--- src/rtl/ariane_pkg.sv ---
// ariane_pkg: shared issue/execute types for the competition core.
//   TRANS_ID_BITS  width of a transaction ID carried on fu_data_t.
//   issue_fu_e     functional-unit class selected at issue.
//   fu_data_t      operator/operand bundle driven to the execute stage.
package ariane_pkg;

  localparam int unsigned TRANS_ID_BITS = 3;
  localparam int unsigned XLEN          = 32;
  localparam int unsigned NR_WB_PORTS   = 4;  // FLU, load, store, FPU

  typedef enum logic [2:0] {
    ALU    = 3'd0,
    BRANCH = 3'd1,
    CSR    = 3'd2,
    MULT   = 3'd3,
    LSU    = 3'd4,
    FPU    = 3'd5
  } issue_fu_e;

  typedef struct packed {
    logic [3:0]               operation;
    logic [XLEN-1:0]          operand_a;
    logic [XLEN-1:0]          operand_b;
    logic [XLEN-1:0]          imm;
    logic [TRANS_ID_BITS-1:0] trans_id;
  } fu_data_t;

  // Classes whose results come back on the shared FLU writeback port.
  function automatic logic is_flu_class(issue_fu_e fu);
    return fu inside {ALU, BRANCH, CSR, MULT};
  endfunction

  // Classes that would collide with a MULT result returning two cycles later.
  function automatic logic is_single_cycle_flu(issue_fu_e fu);
    return fu inside {ALU, BRANCH, CSR};
  endfunction

endpackage

--- src/rtl/issue_inflight_table.sv ---
// issue_inflight_table: in-order table of issued transaction IDs.
//   clk_i, rst_ni     clock, async active-low reset
//   flush_i           clears every entry, both pointers and the count
//   alloc_i/alloc_fu_i write {valid, !done, fu} at the tail; alloc_id_o is its ID
//   full_o            count == NrEntries
//   wb_valid_i/wb_id_i four writeback ports, each marks its ID done
//   pop_i             retire the head when it is valid and done
//   head_ready_o, head_id_o, head_fu_o  head entry state for the committer
module issue_inflight_table
  import ariane_pkg::*;
#(
  parameter int unsigned NrEntries = 8
) (
  input  logic                                        clk_i,
  input  logic                                        rst_ni,
  input  logic                                        flush_i,
  input  logic                                        alloc_i,
  input  issue_fu_e                                   alloc_fu_i,
  output logic [TRANS_ID_BITS-1:0]                    alloc_id_o,
  output logic                                        full_o,
  input  logic [NR_WB_PORTS-1:0]                      wb_valid_i,
  input  logic [NR_WB_PORTS-1:0][TRANS_ID_BITS-1:0]   wb_id_i,
  input  logic                                        pop_i,
  output logic                                        head_ready_o,
  output logic [TRANS_ID_BITS-1:0]                    head_id_o,
  output issue_fu_e                                   head_fu_o
);

  localparam int unsigned PtrW  = $clog2(NrEntries);
  localparam int unsigned CntW  = PtrW + 1;
  localparam int unsigned NrIds = 2 ** TRANS_ID_BITS;

  logic [NrEntries-1:0] valid_q, valid_d;
  logic [NrEntries-1:0] done_q, done_d;
  issue_fu_e            fu_q [NrEntries];
  logic [PtrW-1:0]      head_q, tail_q;
  logic [CntW-1:0]      count_q;
  logic [NrIds-1:0]     wb_hit;
  logic                 pop_fire;

  assign full_o       = (count_q == CntW'(NrEntries));
  assign alloc_id_o   = TRANS_ID_BITS'(tail_q);
  assign head_id_o    = TRANS_ID_BITS'(head_q);
  assign head_fu_o    = fu_q[head_q];
  assign head_ready_o = valid_q[head_q] & done_q[head_q];
  assign pop_fire     = pop_i & head_ready_o;

  // NOTE: every always_comb output gets a default before any branch so no latch is inferred.
  always_comb begin
    wb_hit = '0;
    for (int p = 0; p < NR_WB_PORTS; p++) begin
      if (wb_valid_i[p]) wb_hit[wb_id_i[p]] = 1'b1;
    end
  end

  // Writebacks only mark entries that are currently in flight.
  always_comb begin
    valid_d = valid_q;
    done_d  = done_q | (wb_hit[NrEntries-1:0] & valid_q);
    if (pop_fire) begin
      valid_d[head_q] = 1'b0;
      done_d[head_q]  = 1'b0;
    end
    if (alloc_i) begin
      valid_d[tail_q] = 1'b1;
      done_d[tail_q]  = 1'b0;
    end
  end

  // NOTE: sequential state uses non-blocking assignments only; combinational next-state uses blocking.
  // NOTE: the fu array is reset along with the flags so commit_fu_o reads ALU out of reset; the table is small.
  always_ff @(posedge clk_i or negedge rst_ni) begin
    if (!rst_ni) begin
      valid_q <= '0;
      done_q  <= '0;
      head_q  <= '0;
      tail_q  <= '0;
      count_q <= '0;
      for (int i = 0; i < NrEntries; i++) fu_q[i] <= ALU;
    end else if (flush_i) begin
      valid_q <= '0;
      done_q  <= '0;
      head_q  <= '0;
      tail_q  <= '0;
      count_q <= '0;
    end else begin
      valid_q <= valid_d;
      done_q  <= done_d;
      if (alloc_i) begin
        fu_q[tail_q] <= alloc_fu_i;
        tail_q       <= tail_q + PtrW'(1);
      end
      if (pop_fire) head_q <= head_q + PtrW'(1);
      count_q <= count_q + CntW'(alloc_i) - CntW'(pop_fire);
    end
  end

endmodule

--- src/rtl/issue_sequencer.sv ---
// issue_sequencer: accepts decoded instructions, tags them with a transaction
// ID, issues them one cycle later on fu_data_o with a one-hot unit strobe, and
// tracks them in order until written back and acknowledged by the committer.
//   instr_valid_i/instr_ready_o/instr_fu_i/instr_data_i  decoder handshake
//   fu_data_o, *_valid_o                                 issue to execute stage
//   flu/lsu/fpu_ready_i                                  unit readiness
//   flu/load/store/fpu_valid_i, *_trans_id_i             writebacks
//   commit_valid_o/commit_ack_i/commit_trans_id_o/commit_fu_o  retirement
// Build option: define ISSUE_SEQ_FPU_EN to enable FPU issue and writeback;
// otherwise FPU instructions are never accepted and fpu_valid_o is tied 0.
module issue_sequencer
  import ariane_pkg::*;
#(
  parameter int unsigned NrEntries = 8
) (
  input  logic                     clk_i,
  input  logic                     rst_ni,
  input  logic                     flush_i,
  input  logic                     instr_valid_i,
  output logic                     instr_ready_o,
  input  issue_fu_e                instr_fu_i,
  input  fu_data_t                 instr_data_i,
  output fu_data_t                 fu_data_o,
  output logic                     alu_valid_o,
  output logic                     branch_valid_o,
  output logic                     csr_valid_o,
  output logic                     mult_valid_o,
  output logic                     lsu_valid_o,
  output logic                     fpu_valid_o,
  input  logic                     flu_ready_i,
  input  logic                     lsu_ready_i,
  input  logic                     fpu_ready_i,
  input  logic                     flu_valid_i,
  input  logic                     load_valid_i,
  input  logic                     store_valid_i,
  input  logic                     fpu_valid_i,
  input  logic [TRANS_ID_BITS-1:0] flu_trans_id_i,
  input  logic [TRANS_ID_BITS-1:0] load_trans_id_i,
  input  logic [TRANS_ID_BITS-1:0] store_trans_id_i,
  input  logic [TRANS_ID_BITS-1:0] fpu_trans_id_i,
  output logic                     commit_valid_o,
  input  logic                     commit_ack_i,
  output logic [TRANS_ID_BITS-1:0] commit_trans_id_o,
  output issue_fu_e                commit_fu_o
);

  logic                                      unit_ready;
  logic                                      mult_blocked;
  logic                                      accept;
  logic                                      full;
  logic [TRANS_ID_BITS-1:0]                  alloc_id;
  fu_data_t                                  accepted_data;
  logic                                      mult_block_q;
  logic                                      issue_valid_q;
  issue_fu_e                                 issue_fu_q;
  fu_data_t                                  issue_data_q;
  logic                                      fpu_wb_valid;
  logic [TRANS_ID_BITS-1:0]                  fpu_wb_id;
  logic [NR_WB_PORTS-1:0]                    wb_valid;
  logic [NR_WB_PORTS-1:0][TRANS_ID_BITS-1:0] wb_id;

  always_comb begin
    unit_ready = 1'b0;
    if (is_flu_class(instr_fu_i)) unit_ready = flu_ready_i;
    else if (instr_fu_i == LSU)   unit_ready = lsu_ready_i;
`ifdef ISSUE_SEQ_FPU_EN
    else if (instr_fu_i == FPU)   unit_ready = fpu_ready_i;
`endif
  end

  // A MULT result lands on the FLU port two cycles after acceptance, the same
  // cycle a single-cycle FLU op accepted one cycle later would write back.
  assign mult_blocked  = mult_block_q & is_single_cycle_flu(instr_fu_i);
  assign instr_ready_o = ~flush_i & ~full & unit_ready & ~mult_blocked;
  assign accept        = instr_valid_i & instr_ready_o;

  always_comb begin
    accepted_data          = instr_data_i;
    accepted_data.trans_id = alloc_id;
  end

  // The issue register holds zeros when idle so fu_data_o is silent.
  always_ff @(posedge clk_i or negedge rst_ni) begin
    if (!rst_ni) begin
      mult_block_q  <= 1'b0;
      issue_valid_q <= 1'b0;
      issue_fu_q    <= ALU;
      issue_data_q  <= '0;
    end else if (flush_i) begin
      mult_block_q  <= 1'b0;
      issue_valid_q <= 1'b0;
      issue_fu_q    <= ALU;
      issue_data_q  <= '0;
    end else begin
      mult_block_q  <= accept & (instr_fu_i == MULT);
      issue_valid_q <= accept;
      issue_fu_q    <= accept ? instr_fu_i : ALU;
      issue_data_q  <= accept ? accepted_data : '0;
    end
  end

  assign fu_data_o      = issue_data_q;
  assign alu_valid_o    = issue_valid_q & (issue_fu_q == ALU);
  assign branch_valid_o = issue_valid_q & (issue_fu_q == BRANCH);
  assign csr_valid_o    = issue_valid_q & (issue_fu_q == CSR);
  assign mult_valid_o   = issue_valid_q & (issue_fu_q == MULT);
  assign lsu_valid_o    = issue_valid_q & (issue_fu_q == LSU);

`ifdef ISSUE_SEQ_FPU_EN
  assign fpu_valid_o  = issue_valid_q & (issue_fu_q == FPU);
  assign fpu_wb_valid = fpu_valid_i;
  assign fpu_wb_id    = fpu_trans_id_i;
`else
  logic unused_fpu;
  assign unused_fpu   = ^{fpu_ready_i, fpu_valid_i, fpu_trans_id_i};
  assign fpu_valid_o  = 1'b0;
  assign fpu_wb_valid = 1'b0;
  assign fpu_wb_id    = '0;
`endif

  assign wb_valid = {fpu_wb_valid, store_valid_i, load_valid_i, flu_valid_i};
  assign wb_id    = {fpu_wb_id, store_trans_id_i, load_trans_id_i, flu_trans_id_i};

  issue_inflight_table #(
    .NrEntries (NrEntries)
  ) u_table (
    .clk_i        (clk_i),
    .rst_ni       (rst_ni),
    .flush_i      (flush_i),
    .alloc_i      (accept),
    .alloc_fu_i   (instr_fu_i),
    .alloc_id_o   (alloc_id),
    .full_o       (full),
    .wb_valid_i   (wb_valid),
    .wb_id_i      (wb_id),
    .pop_i        (commit_ack_i),
    .head_ready_o (commit_valid_o),
    .head_id_o    (commit_trans_id_o),
    .head_fu_o    (commit_fu_o)
  );

endmodule

--- config.mk ---
export PLATFORM = sky130hd
export DESIGN_NAME = issue_sequencer
export DESIGN_NICKNAME = d
export VERILOG_FILES = /design/src/rtl/ariane_pkg.sv /design/src/rtl/issue_inflight_table.sv /design/src/rtl/issue_sequencer.sv
export SDC_FILE = /design/constraint.sdc
export NUM_CORES = 1
export LEC_CHECK = 0
export CELL_PAD_IN_SITES_DETAIL_PLACEMENT = 0
export CELL_PAD_IN_SITES_GLOBAL_PLACEMENT = 1
export CORE_MARGIN = 10
export CORE_UTILIZATION = 38
export CTS_BUF_LIST = sky130_fd_sc_hd__clkbuf_4
export CTS_CLUSTER_DIAMETER = 80
export DETAILED_ROUTE_END_ITERATION = 8
export PLACE_DENSITY = 0.92
export SLEW_MARGIN = 20
export SYNTH_ARGS = -nofsm -noshare
export SYNTH_HDL_FRONTEND = slang
export SYNTH_HIERARCHICAL = 1
export SYNTH_SLANG_ARGS = --single-unit
--- constraint.sdc ---
create_clock -name clk_i -period 6.4 [get_ports clk_i]
set_clock_uncertainty 0.15 [all_clocks]
set_input_delay 0.96 -clock clk_i [delete_from_list [all_inputs] [get_ports clk_i]]
set_output_delay 0.96 -clock clk_i [all_outputs]
set_load 0.05 [all_outputs]
---- After elaboration in Yosys (flattened, before gate mapping) ----
Index checks and enable logic that the tools add are counted.
operators by class
  add/subtract/negate cells ............... 4
  magnitude comparators ................... 13
  equal/unequal tests ..................... 9
  multiplexer cells ....................... 42
  bitwise logic cells ..................... 28
  reduce and logical (&&, ||, !) cells .... 13
operators by type and width
  operator             count
  $mux 103             2
  $mux 8               9
  $and 8x8->8          4
  $or 8x8->8           4
  $mux 3               9
  $bwmux 24            1
  $lt 3x4->1 const B   5
  $not 8->8            2
  $demux 1 s3          5
  $ge 3x1->1 const B   5
  $and 1x1->1          13
  $eq 3x2->1 const B   4
  $mux 1               11
  $bmux 3 s3           1
  $demux 3 s3          1
  $ge 4x4->1 const B   2
  $not 3->4            2
  $add 3x1->3 const B  2
  $bmux 1 s3           2
  $eq 3x1->1 const B   2
  $eq 3x3->1 const B   2
  $logic_and 1x1->1    6
  $logic_not 3->1      2
  $add 4x1->4          1
  other kinds (9)      12
storage, ports and cells
  flip-flop bits (word level) ............. 158
  input port bits ......................... 130
  output and inout bits ................... 117
  logic and storage cells ................. 130

---- Depth between registers and ports, before layout ----
  depth after elaboration ................. 16
  mapped depth ............................ 14
  gate-level depth less buffers ........... 12

---- Cells and area by module ----
Netlist, hierarchy kept.
by module, submodules not included
  module                times used  cells each  area an instance (sq um)  seq. area each (sq um)
  issue_sequencer       1           256         3,637.2                   2,702.6
  issue_inflight_table  1           290         2,984.1                   1,251.2

---- Worst setup path before layout ----
Ideal clock, no wire load.
  path type ............................... input-to-reg
  start point ............................. input port instr_fu_i[2]
  end point ............................... register u_table/fu_q[3] (netlist bit)
  library setup time ...................... 125 ps
  arrival ................................. 3,415 ps
  data required time ...................... 6,125 ps
  slack ................................... 2,710 ps
  cell stages on the path ................. 8
  path buffers ............................ 2
  path through ............................ or4b_4 -> o2bb2ai_4 -> buf_2 -> and2_1 -> buf_2 -> nor3b_1 -> and3_1 -> mux2_2
between the ends
  longest elaborated chain between the ends .. 7
  elaborated cells between the ends (all ways) .. 15
  classes of those cells .................. eq/ne (4); mux (2); bitwise (5); reduce/logical (4)
ends and longest elaborated chain
  item                                             line                                          RTL
  start, declared                                  issue_sequencer.sv:21                         input issue_fu_e instr_fu_i,
  $eq 3x1->1, or another cell as far along         ariane_pkg.sv:30, ariane_pkg.sv:35
  $reduce_bool 4->1, or another cell as far along  ariane_pkg.sv:30                              return fu inside {ALU, BRANCH, CSR, MULT};
  $mux 1 or $and 1x1->1 (tied branches)            issue_sequencer.sv:64, issue_sequencer.sv:73
  $and 1x1->1 or $not 1->1 (tied branches)         issue_sequencer.sv:74                         assign instr_ready_o = ~flush_i & ~full & unit_ready & ~mult_blocked;
  $and 1x1->1 (*)                                  issue_sequencer.sv:74
  named net instr_ready_o                          issue_sequencer.sv:20                         output logic instr_ready_o,
  $and 1x1->1 (*)                                  issue_sequencer.sv:75                         assign accept = instr_valid_i & instr_ready_o;
  named net accept                                 issue_sequencer.sv:49                         logic accept;
  $reduce_and 2->1 (no line) (*)                   -
  end signal, assigned by index                    issue_inflight_table.sv:90                    fu_q[tail_q] <= alloc_fu_i;
  end, declared                                    issue_inflight_table.sv:35                    issue_fu_e fu_q [NrEntries];
Mark *: on every way through the listed nets, which the timed path passes. The rest lies on a longest branch.
A chain may end at the register's enable or synchronous reset.

---- Worst setup path after layout ----
  start point ............................. input port instr_fu_i[2]
  end point ............................... output port instr_ready_o
between the ends
  longest elaborated chain between the ends .. 5
  elaborated cells between the ends (all ways) .. 13
  classes of those cells .................. eq/ne (4); mux (2); bitwise (4); reduce/logical (3)
ends and longest elaborated chain
  item                                             line
  $eq 3x1->1, or another cell as far along         ariane_pkg.sv:30, ariane_pkg.sv:35
  $reduce_bool 4->1, or another cell as far along  ariane_pkg.sv:30
  $mux 1 or $and 1x1->1 (tied branches)            issue_sequencer.sv:64, issue_sequencer.sv:73
  $and 1x1->1 or $not 1->1 (tied branches)         issue_sequencer.sv:74
  $and 1x1->1 (*)                                  issue_sequencer.sv:74
  end, declared                                    issue_sequencer.sv:20
Every way passes the cells marked *; elsewhere a longest branch is shown, timed or not.

==> results.txt <==
Area grow syn2layout: 43.1%
Via count: 5149
Max Root-Sink Buffers: 2
Clock buffer count from CTS: 17
Hold Crit Class: input pin to asynchronous set/reset pin
Worst path slowest cell: clkdlybuf4s50_1
Comb pwr share: 0.161
Final antenna-violating net count: 0
WL/cell: 20.0 um
Worst Setup SP: instr_fu_i[2]
Asr flop ratio synth: 1.00
I/O pins: 247
Initial DRC count: 327
P_int: 1.36 mW
Crit. End Element: output pin
Setup_tns: 0 ns
Clock root cell: clkbuf_4
Final instance area: 9470 um^2
TritonCTS clock tree: built
First-pass DRT Iterations: 4
Residual DRC: 0
Max Slew Vio Count: 0
Total setup buffers inserted after CTS: 0
Largest net degree at the start of global routing: 105
Initial antenna violation count: 4
Netlist cell types: 66
Reg clk slew, reported paths: 0.14 ns
Post-synth EDFFs: 0
Placed Instance Area: 9190 um^2
Worst-Margin Slew: 0.923 ns
Die width: 152 um
Tcrit/Tclk final: 0.760
Max Cap Violations: 0
Nets@finish: 925
RePlAce Congestion: 0.813
Skew-Pair Late Insertion Delay: 0.53 ns
Hold Vio Cnt, Final: 0
Setup-failing EPs final: 0
Cell Area, Synth: 6620 um^2
CP Launch Type: input pin
Maximum vdd drop: 140 uV
Critical R2R Launch: u_table/count_q[2]
CORE AREA: 17200 um^2
Synth top area cells: dfrtp_1, and3_1, mux2_2
RSZ-0062 raised after global routing: no
Number of I/O port buffers: 237
Die Height: 152 um
Starting Density: 0.385
DRT Wirelength: 20.5 mm
Post-cts resize count: 0
Seq/Total Area, Yosys: 0.597
CP Buf/Inv Count: 3
Static Leak: 4.50 nW
Fmax: 206 MHz
Worst-case reg-to-reg path depth: 10
Synth top area share: 0.597
Layout cells sized above 1: 0.104
Total GRT Usage: 0.175
Largest area contributor in the netlist: dfrtp_1
First-pass GRT wire length: 31.5 mm
Sw frac: 0.288
Clock power frac: 0.299
Register share of total power: 0.540
CTS Sinks: 158
Worst path arrival time: 3.75 ns
Yosys warns: 6
Total stage count of the critical path: 5
Status: complete, no violations
Post-DP HPWL: 15.5 mm
Crit path kind: input pin to output pin
Most used flip-flop cell after synthesis: dfrtp_1
Total grt overflow: 0
Crit path required time: 5.29 ns
Sw power: 0.551 mW
Kind of cell adding the most delay to the critical path: buffers and inverters
Seq cells post-synth: 158
CP Max Fanout: 41
Rel. slew slack: 0.384
Crit path time final: 4.86 ns
Critical path, cell by cell: clkdlybuf4s50_1, buf_4, or4b_4, o2bb2ai_4, clkdlybuf4s50_1
Crit path largest cell delay: 0.95 ns
Cell mode on critical path: clkdlybuf4s50_1
Number of global-route vias before repair: 5448
H-tree Lvls: 4
Pwr per Cell Area: 202 nW/um^2
Synth Instances: 546
Die area: 23100 um^2
Post-CTS Hold Buffers: 0
Row cnt: 48
Via-to-Cell Ratio: 5.00
Syn avg cell area: 12.1 um^2
==> registers in the layout, summed over array words and instances (netlist names) <==
name and count:
u_table/head_id_o 3, u_table/count_q 4, mult_block_q 1, issue_valid_q 1, u_table/done_q 8, u_table/fu_q 24, u_table/alloc_id_o 3, fu_data_o 103
issue_fu_q 3, u_table/valid_q 8
==> cells by family after synthesis <==
| kind of cell | synth area share |
|---|---|
| other cells | 0.000566 |
| buf+inv | 0.0384 |
| compound gates | 0.0860 |
| simple gates | 0.188 |
| xor+xnor | 0.00529 |
| flops | 0.597 |
| mux | 0.0680 |
| fa+ha+maj | 0.0163 |
==> routing by layer <==
| metal | track usage | share of wire | up-vias |
|---|---|---|---|
| met5 | 0 | 0 | - |
| met4 | 0.0747 | 0.030 | 0 |
| met3 | 0.0931 | 0.11 | 27 |
| met2 | 0.296 | 0.51 | 217 |
| met1 | 0.176 | 0.36 | 2479 |
| li1 | - | - | 2426 |
==> cells in the mapped netlist, drive strengths merged, types with 2 or more instances <==
cell type  number
a2111oi         4
a21o            2
a21oi          17
a22oi           2
a311oi          4
a31oi           3
a32oi           2
and2            4
and3          109
buf            11
clkbuf         26
dfrtp         158
ha              7
inv            17
mux2           28
mux2i           9
mux4            2
nand2          27
nand2b         11
nand3b          2
nor2           23
nor2b          10
nor3            5
nor3b           3
nor4            3
nor4b           2
nor4bb          3
o21ai           7
o221ai          6
o22ai           3
o311ai          2
o32a            3
o32ai           4
o41ai           2
or3             3
xnor2           2
xor2            2
==> placed cells by master, fill, tap and decap left out, drive strengths merged, types with 5 or more instances in the layout <==
cell type,n
a21oi,17
dfrtp,158
clkdlybuf4s50,235
o221ai,6
ha,7
inv,23
clkbuf,18
mux2,28
buf,10
o21ai,7
nor3,5
nor2,23
nor2b,10
and3,109
conb,15
nand2,27
mux2i,9
nand2b,11
==> power by group through the flow <==
stage	clock [mW]	combinational, mW	sequential, mW
finish	0.571	0.308	1.03
global route	0.638	0.330	1.03
CTS	0.593	0.311	1.03
detailed placement	0	0.310	1.05
global placement	0	0.307	1.05
floorplan	0	0.0976	1.10
==> worst register-to-register path: cells and delay by family, from the launching register on <==
family / cells / cell delay (ns)
adder cells (fa/ha/maj): 1 / 0.19
AND/OR/NAND/NOR: 6 / 2.21
flip-flops: 1 / 0.35
buffers and inverters: 1 / 0.05
AO/OA/AOI/OAI: 2 / 0.91
==> path summary, 6_finish.rpt <==
| check | end | slack, ns |
|---|---|---|
| max in group asynchronous | u_table/fu_q[18] | 4.45 |
| worst min register to register | u_table/fu_q[8] | 0.37 |
| worst max-delay path | instr_ready_o | 1.54 |
| min in group clk_i | u_table/fu_q[8] | 0.37 |
| worst max register to register | u_table/valid_q[2] | 2.45 |
| worst min-delay path | fu_data_o[48] | 0.34 |
==> through the flow <==
stage	worst slack, ns	std cells	total power [mW]	util	hold slack [ns]
final	1.54	1029	1.91	0.552	0.342
after global routing	1.45	1029	2.00	0.552	0.372
after CTS	1.55	1025	1.94	0.551	0.348
after detailed placement	1.55	993	1.36	0.535	0.345
after global placement	1.57	993	1.36	0.535	0.339
after floorplan	2.71	560	1.20	-	0.321
==> area by class of cell <==
cell class                      count  area, um^2
Fill cell                        1504        7700
Sequential cell                   158        3960
Multi-Input combinational cell    348        2470
Timing Repair Buffer              245        2430
Tap cell                          225         282
Clock buffer                       18         135
Clock inverter                     14         133
Inverter                           17        63.8
Antenna cell                        4        10.0
Note: power is estimated with default switching activity, not from simulation.
